File: src/rtl/dht11_pkg.sv
// dht11_pkg: shared states, frame field positions, default timing and checksum helper
package dht11_pkg;
  localparam int CYCLES_PER_MS = 1000;
  localparam int DEF_MIN_INTERVAL_CYC = 2000 * CYCLES_PER_MS;
  localparam int DEF_ACK_TIMEOUT_CYC = 20 * CYCLES_PER_MS;
  localparam int DEF_FRAME_TIMEOUT_CYC = 6 * CYCLES_PER_MS;
  localparam int DEF_MAX_RETRIES = 3;
  localparam int DEF_RETRY_GAP_CYC = 2000 * CYCLES_PER_MS;
  localparam int DEF_AUTO_PERIOD_CYC = 4000 * CYCLES_PER_MS;
  localparam int HUM_INT_LSB = 32;
  localparam int HUM_DEC_LSB = 24;
  localparam int TEMP_INT_LSB = 16;
  localparam int TEMP_DEC_LSB = 8;
  localparam int CSUM_LSB = 0;
  typedef enum logic [3:0] {
    COOLDOWN, IDLE, START, WAIT_ACK, RECEIVE, CHECK, FAILCHK, RETRY_WAIT, DONE
  } state_t;
  function automatic int max_i(input int a, input int b);
    return a > b ? a : b;
  endfunction
  function automatic logic checksum_ok(input logic [39:0] f);
    logic [7:0] s;
    s = f[HUM_INT_LSB +: 8] + f[HUM_DEC_LSB +: 8] + f[TEMP_INT_LSB +: 8] + f[TEMP_DEC_LSB +: 8];
    return s == f[CSUM_LSB +: 8];
  endfunction
endpackage

File: src/rtl/dht11_read_scheduler_if.sv
// dht11_read_scheduler_if: host and sensor-path signals of the read scheduler
interface dht11_read_scheduler_if;
  logic enable, host_req, busy, start_go, start_done, rx_arm, rx_frame_valid, rx_error;
  logic data_valid, err_checksum, err_timeout, read_fail;
  logic [39:0] rx_frame;
  logic [15:0] humidity, temperature;
  logic [1:0] attempt;
  modport master (
    output enable, host_req, start_done, rx_frame_valid, rx_error, rx_frame,
    input busy, start_go, rx_arm, data_valid, humidity, temperature, err_checksum, err_timeout, read_fail, attempt
  );
  modport slave (
    input enable, host_req, start_done, rx_frame_valid, rx_error, rx_frame,
    output busy, start_go, rx_arm, data_valid, humidity, temperature, err_checksum, err_timeout, read_fail, attempt
  );
endinterface

File: src/rtl/dht11_interval_timer.sv
// dht11_interval_timer: loadable down-counter with a zero-reached done flag
module dht11_interval_timer #(
  parameter int W = 8,
  parameter logic [W-1:0] RST_VAL = '0
) (
  input  logic         clk,
  input  logic         rst,
  input  logic         load,
  input  logic [W-1:0] load_val,
  output logic         done
);
  logic [W-1:0] cnt;
  // reload on request, otherwise count down and park at zero
  always_ff @(posedge clk or posedge rst)
    if (rst) cnt <= RST_VAL;
    else if (load) cnt <= load_val;
    else if (cnt != '0) cnt <= cnt - 1'b1;
  assign done = cnt == '0;
endmodule

File: src/rtl/dht11_read_scheduler.sv
// dht11_read_scheduler: DHT11 read transaction controller; define DHT11_AUTO_POLL_EN for periodic self-triggered reads
module dht11_read_scheduler
  import dht11_pkg::*;
#(
  parameter int MIN_INTERVAL_CYC = DEF_MIN_INTERVAL_CYC,
  parameter int ACK_TIMEOUT_CYC = DEF_ACK_TIMEOUT_CYC,
  parameter int FRAME_TIMEOUT_CYC = DEF_FRAME_TIMEOUT_CYC,
  parameter int MAX_RETRIES = DEF_MAX_RETRIES,
  parameter int RETRY_GAP_CYC = DEF_RETRY_GAP_CYC
`ifdef DHT11_AUTO_POLL_EN
  , parameter int AUTO_PERIOD_CYC = DEF_AUTO_PERIOD_CYC
`endif
) (
  input logic clk,
  input logic rst,
  dht11_read_scheduler_if.slave bus
);
  localparam int GAP_CYC = max_i(RETRY_GAP_CYC, MIN_INTERVAL_CYC);
  localparam int TW = $clog2(max_i(max_i(GAP_CYC, ACK_TIMEOUT_CYC), FRAME_TIMEOUT_CYC)) + 1;
  state_t state, nxt;
  logic req, pending, sd_q, sd_rise, accept, ck_ok, t_done, t_load;
  logic dv, rf, e_cs, e_to;
  logic [TW-1:0] t_val;
  logic [39:0] frame_q;
  logic [15:0] hum, temp;
  logic [1:0] att;
`ifdef DHT11_AUTO_POLL_EN
  localparam int PW = $clog2(AUTO_PERIOD_CYC) + 1;
  logic [PW-1:0] per;
  // free-running poll period, paused while disabled
  always_ff @(posedge clk or posedge rst)
    if (rst) per <= '0;
    else if (bus.enable) per <= per == PW'(AUTO_PERIOD_CYC - 1) ? '0 : per + 1'b1;
  assign req = bus.host_req || (bus.enable && per == PW'(AUTO_PERIOD_CYC - 1));
`else
  assign req = bus.host_req;
`endif
  assign sd_rise = bus.start_done && !sd_q;
  assign ck_ok = checksum_ok(frame_q);
  assign accept = state == IDLE && nxt == START;
  assign t_load = nxt != state;
  assign t_val = nxt == COOLDOWN ? TW'(MIN_INTERVAL_CYC - 1) :
                 nxt == WAIT_ACK ? TW'(ACK_TIMEOUT_CYC - 1) :
                 nxt == RECEIVE ? TW'(FRAME_TIMEOUT_CYC - 1) :
                 nxt == RETRY_WAIT ? TW'(GAP_CYC - 1) : '0;
  dht11_interval_timer #(.W(TW), .RST_VAL(TW'(MIN_INTERVAL_CYC - 1))) u_timer (
    .clk(clk), .rst(rst), .load(t_load), .load_val(t_val), .done(t_done)
  );
  // next-state: the shared timer is reloaded on every state change
  always_comb begin
    nxt = state;
    case (state)
      COOLDOWN:   nxt = t_done ? IDLE : COOLDOWN;
      IDLE:       nxt = bus.enable && (req || pending) ? START : IDLE;
      START:      nxt = WAIT_ACK;
      WAIT_ACK:   nxt = sd_rise ? RECEIVE : t_done ? FAILCHK : WAIT_ACK;
      RECEIVE:    nxt = bus.rx_frame_valid ? CHECK : (bus.rx_error || t_done) ? FAILCHK : RECEIVE;
      CHECK:      nxt = ck_ok ? DONE : FAILCHK;
      FAILCHK:    nxt = 32'(att) < MAX_RETRIES ? RETRY_WAIT : DONE;
      RETRY_WAIT: nxt = !bus.enable ? DONE : t_done ? START : RETRY_WAIT;
      DONE:       nxt = COOLDOWN;
      default:    nxt = COOLDOWN;
    endcase
  end
  // state, request queue, frame capture and registered results
  always_ff @(posedge clk or posedge rst)
    if (rst) begin
      state <= COOLDOWN;
      pending <= 1'b0;
      sd_q <= 1'b0;
      frame_q <= '0;
      dv <= 1'b0;
      rf <= 1'b0;
      e_cs <= 1'b0;
      e_to <= 1'b0;
      hum <= '0;
      temp <= '0;
      att <= '0;
    end else begin
      state <= nxt;
      pending <= !accept && (pending || req);
      sd_q <= bus.start_done;
      if (state == RECEIVE && bus.rx_frame_valid) frame_q <= bus.rx_frame;
      dv <= state == CHECK && ck_ok;
      rf <= state == FAILCHK && nxt == DONE;
      e_cs <= !accept && (e_cs || (state == CHECK && !ck_ok));
      e_to <= !accept && (e_to || ((state == WAIT_ACK || state == RECEIVE) && nxt == FAILCHK));
      att <= accept ? 2'd0 : att + 2'(state == FAILCHK && nxt == RETRY_WAIT);
      if (state == CHECK && ck_ok) begin
        hum <= frame_q[HUM_DEC_LSB +: 16];
        temp <= frame_q[TEMP_DEC_LSB +: 16];
      end
    end
  assign bus.busy = !(state == COOLDOWN || state == IDLE);
  assign bus.start_go = state == START;
  assign bus.rx_arm = state == RECEIVE;
  assign bus.data_valid = dv;
  assign bus.read_fail = rf;
  assign bus.err_checksum = e_cs;
  assign bus.err_timeout = e_to;
  assign bus.humidity = hum;
  assign bus.temperature = temp;
  assign bus.attempt = att;
endmodule

File: src/flat_wrapper.sv
// flat-port wrapper written by rule: the top's interface ports become plain ports
module dht11_read_scheduler_flat import dht11_pkg::*;
#(
  parameter int MIN_INTERVAL_CYC = DEF_MIN_INTERVAL_CYC,
  parameter int ACK_TIMEOUT_CYC = DEF_ACK_TIMEOUT_CYC,
  parameter int FRAME_TIMEOUT_CYC = DEF_FRAME_TIMEOUT_CYC,
  parameter int MAX_RETRIES = DEF_MAX_RETRIES,
  parameter int RETRY_GAP_CYC = DEF_RETRY_GAP_CYC

)
  (clk, rst, bus_enable, bus_host_req, bus_start_done, bus_rx_frame_valid, bus_rx_error, bus_rx_frame, bus_busy, bus_start_go, bus_rx_arm, bus_data_valid, bus_humidity, bus_temperature, bus_err_checksum, bus_err_timeout, bus_read_fail, bus_attempt);
  dht11_read_scheduler_if bus_i ();
  input logic clk;
  input logic rst;
  input wire logic [$bits(bus_i.enable)-1:0] bus_enable;
  input wire logic [$bits(bus_i.host_req)-1:0] bus_host_req;
  input wire logic [$bits(bus_i.start_done)-1:0] bus_start_done;
  input wire logic [$bits(bus_i.rx_frame_valid)-1:0] bus_rx_frame_valid;
  input wire logic [$bits(bus_i.rx_error)-1:0] bus_rx_error;
  input wire logic [$bits(bus_i.rx_frame)-1:0] bus_rx_frame;
  output wire logic [$bits(bus_i.busy)-1:0] bus_busy;
  output wire logic [$bits(bus_i.start_go)-1:0] bus_start_go;
  output wire logic [$bits(bus_i.rx_arm)-1:0] bus_rx_arm;
  output wire logic [$bits(bus_i.data_valid)-1:0] bus_data_valid;
  output wire logic [$bits(bus_i.humidity)-1:0] bus_humidity;
  output wire logic [$bits(bus_i.temperature)-1:0] bus_temperature;
  output wire logic [$bits(bus_i.err_checksum)-1:0] bus_err_checksum;
  output wire logic [$bits(bus_i.err_timeout)-1:0] bus_err_timeout;
  output wire logic [$bits(bus_i.read_fail)-1:0] bus_read_fail;
  output wire logic [$bits(bus_i.attempt)-1:0] bus_attempt;
  assign bus_i.enable = bus_enable;
  assign bus_i.host_req = bus_host_req;
  assign bus_i.start_done = bus_start_done;
  assign bus_i.rx_frame_valid = bus_rx_frame_valid;
  assign bus_i.rx_error = bus_rx_error;
  assign bus_i.rx_frame = bus_rx_frame;
  assign bus_busy = bus_i.busy;
  assign bus_start_go = bus_i.start_go;
  assign bus_rx_arm = bus_i.rx_arm;
  assign bus_data_valid = bus_i.data_valid;
  assign bus_humidity = bus_i.humidity;
  assign bus_temperature = bus_i.temperature;
  assign bus_err_checksum = bus_i.err_checksum;
  assign bus_err_timeout = bus_i.err_timeout;
  assign bus_read_fail = bus_i.read_fail;
  assign bus_attempt = bus_i.attempt;
  dht11_read_scheduler #(.MIN_INTERVAL_CYC(MIN_INTERVAL_CYC), .ACK_TIMEOUT_CYC(ACK_TIMEOUT_CYC), .FRAME_TIMEOUT_CYC(FRAME_TIMEOUT_CYC), .MAX_RETRIES(MAX_RETRIES), .RETRY_GAP_CYC(RETRY_GAP_CYC)) u_core (.clk(clk), .rst(rst), .bus(bus_i));
endmodule
File: config.mk
export PLATFORM = sky130hd
export DESIGN_NAME = dht11_read_scheduler_flat
export DESIGN_NICKNAME = d
export VERILOG_FILES = /design/src/rtl/dht11_pkg.sv /design/src/rtl/dht11_read_scheduler_if.sv /design/src/rtl/dht11_interval_timer.sv /design/src/rtl/dht11_read_scheduler.sv /design/src/flat_wrapper.sv
export SDC_FILE = /design/constraint.sdc
export NUM_CORES = 1
export LEC_CHECK = 0
export CAP_MARGIN = 30
export CELL_PAD_IN_SITES_DETAIL_PLACEMENT = 1
export CELL_PAD_IN_SITES_GLOBAL_PLACEMENT = 2
export CORE_UTILIZATION = 36
export CTS_CLUSTER_SIZE = 12
export DETAILED_ROUTE_END_ITERATION = 10
export GPL_TIMING_DRIVEN = 1
export PLACE_DENSITY = 0.85
export SETUP_SLACK_MARGIN = 0.4
export SYNTH_ARGS = -nofsm -noshare
export SYNTH_HDL_FRONTEND = slang
export SYNTH_SLANG_ARGS = --single-unit
File: constraint.sdc
create_clock -name clk -period 4.5 [get_ports clk]
set_input_delay 1.35 -clock clk [delete_from_list [all_inputs] [get_ports clk]]
set_output_delay 1.35 -clock clk [all_outputs]
set_load 0.03 [all_outputs]
==> results.cfg <==
[layout]
fin_area_um2 = 6818
syn_to_final_growth_pct = 27.13
nets = 612
fin_cells = 728
drive_above_1_share_pct = 21.32
diodes = 0
fillCellCount = 1572

[yosys]
synthCells = 447
ys_seq_area_share_pct = 49.77
synthTopCellsByCount = dfrtp_1, mux2_2, nor2_1
syn-cell-area_um2 = 5363
avgSynthCellArea_um2 = 12.00
synth_top_area_share_pct = 43.40
synth_cell_types = 55
synth_top_flop_cell = dfrtp_1
yosysTopAreaCell = dfrtp_1
yosysWarnings = 0
synth_area_leaders = dfrtp_1, mux2_2, dfstp_2
ys_seq_elements = 106
synth_edf_count = 0
yosysMostFrequentCell = dfrtp_1
synth_nets = 518
synthArstFlopShare_pct = 100.0

[timing]
grt_setup_unrepaired = false
slew_headroom_pct = 44.23
hold_slack_ns = 0.5030
period_share_pct = 87.51
skew_ns = 0.01045
layout_min_cycle_time_ns = 3.938
setup-violations-final = 0
max_freq_mhz = 253.9
slew_violations = 0
setup_tns_ns = 0
hold_violations = 0
tightestPinTransition_ns = 0.8302

[route]
drt_iter0_drc = 162
wl_mm = 12.95
num_vias = 3729
wl_per_cell_um = 17.79
firstDrtPassIters = 4
vias_per_cell = 5.122
drc = 0
antenna_left = 0

[global_routing]
grt_pass1_vias = 4120
grt_pass1_wl_mm = 21.28
grt_max_degree = 55
grtUsageTotal_pct = 18.74
grt-ovfl-total = 0
antenna_found_initial = 0

[critical_path]
crit_slowest_cell = fa_1
endpoint_kind = register
critical_path_class = reg2reg
crit_family = adder cells
required_ns = 4.72
path_cells = fa_1, inv_1, fa_1, inv_1, ha_1, fa_1, a21o_1, a21o_1, a21o_1, a21oi_1, xnor2_1, a21boi_1, or4b_1
worst_ep_arrival_time_ns = 4.16
path_buf_inv = 2
critPathMaxFanout = 3
startpoint_type = register
slowest_delay_ns = 0.56

[die]
die_w_um = 124.1
die_h_um = 124.1
start_util_pct = 36.90
core-area_um2 = 14530
pin_count = 88
std_cell_rows = 44
die_area_um2 = 15390

[placed_design]
place_congestion = 0.8278
placedCellCount = 712
io_buffers = 87
dp_hpwl_mm = 9.534
post_dp_cell_area_um2 = 6499

[clocking]
cts_htree_levels = 3
cts_buffers = 9
cts.hold.buffers_added = 0
cts_buffer_depth = 2
cts-root-buf = clkbuf_16
cts.sinks = 106
cts_tree = done
insertion_delay_ns = 0.36
clk_pin_slew_worst_paths_ns = 0.07

[power_and_ir_drop]
power_uw = 5935
power_density_nw_per_um2 = 870.5
irDropWorstVdd_uv = 394.8
leakage_uw = 0.003014

[outcome]
status = complete, no violations

[hold_path]
hold_path_class = reg2reg

[flow_run]
cap_violations = 0
-- what timing repair did --
| item | 4_1_cts | 5_1_grt |
|---|---|---|
| hold endpoints to repair | 0 | 0 |
| endpoints found under the setup margin | 21 | 21 |
| pin swaps | 0 | 1 |
| buffers inserted | 0 | 1 |
| gates resized for setup | 1 | 2 |
-- metal layers --
metal | GRT usage (%) | wire (um) | vias up
li1 | - | - | 1755
met1 | 22.44 | 5394 | 1884
met2 | 31.73 | 6517 | 79
met3 | 6.319 | 854 | 11
met4 | 5.580 | 185 | 0
met5 | 0 | 0 | -
-- layout by cell type, fill, tap and decap left out, drive strengths merged, types with 13 or more instances in the layout --
cell type / netlist / routed
nand2: 18 / 18
dfstp: 13 / 13
dfrtp: 93 / 93
nor2: 29 / 29
mux2: 73 / 73
nand3: 16 / 16
inv: 17 / 17
o21ai: 16 / 16
fa: 14 / 14
clkdlybuf4s50: 0 / 87
xnor2: 26 / 26
nor3: 13 / 13
-- area by class of cell --
class | count | area (um2) | share of cell area, %
clock buffer | 10 | 229.0 | 3.358
clock inverter | 4 | 52.55 | 0.7708
inverter | 17 | 67.56 | 0.9910
multi-input combinational | 308 | 2580 | 37.84
sequential | 106 | 2669 | 39.14
tap | 184 | 230.2 | 3.377
timing repair buffer | 99 | 989.7 | 14.52
-- sequential cells by signal (all words and copies together), names as in the netlist --
register / count
u_core.state: 4
u_core.pending: 1
u_core.bus.err_checksum: 1
u_core.bus.data_valid: 1
u_core.bus.humidity: 16
u_core.sd_q: 1
u_core.bus.err_timeout: 1
u_core.bus.attempt: 2
u_core.u_timer.cnt: 22
u_core.bus.read_fail: 1
u_core.frame_q: 40
u_core.bus.temperature: 16
-- where the power goes --
part	internal [uW]	switching (uW)	leakage, uW	total (uW)
Sequential	1360	318	0.00135	1670
Clock	428	353	0.000139	781
Combinational	1630	1850	0.00152	3480
-- path summary, 6_finish.rpt --
path,start,to,slack [ns],cells after the start
max reg2reg,u_core.frame_q[9],u_core.state[2],0.56,13
min reg2reg,u_core.bus.humidity[6],u_core.bus.humidity[6],0.50,1
min in group asynchronous,rst,u_core.state[2],1.43,3
min,u_core.bus.humidity[6],u_core.bus.humidity[6],0.50,1
max in group asynchronous,rst,u_core.frame_q[0],2.53,4
max,u_core.frame_q[9],u_core.state[2],0.56,13
-- through the flow --
| stage | setup slack (ns) | utilization (%) |
|---|---|---|
| 2_1_floorplan | 0.6468 | - |
| 3_3_place_gp | 0.4980 | 44.71 |
| 3_5_place_dp | 0.3095 | 44.71 |
| 4_1_cts | 0.4528 | 46.69 |
| 5_1_grt | 0.4070 | 46.91 |
| 6_report | 0.5619 | 46.91 |
-- cell families after synthesis --
logic type	Yosys count	synth area share [%]
xor gates and xnor gates	38	6.206
DFF	106	49.77
buffers and inverters	33	2.380
and+or+nand+nor	121	12.09
adders and majority gates	24	7.560
muxes	75	15.77
AOI/OAI and AO/OA	50	6.230
(Power assumes the default switching activity.)
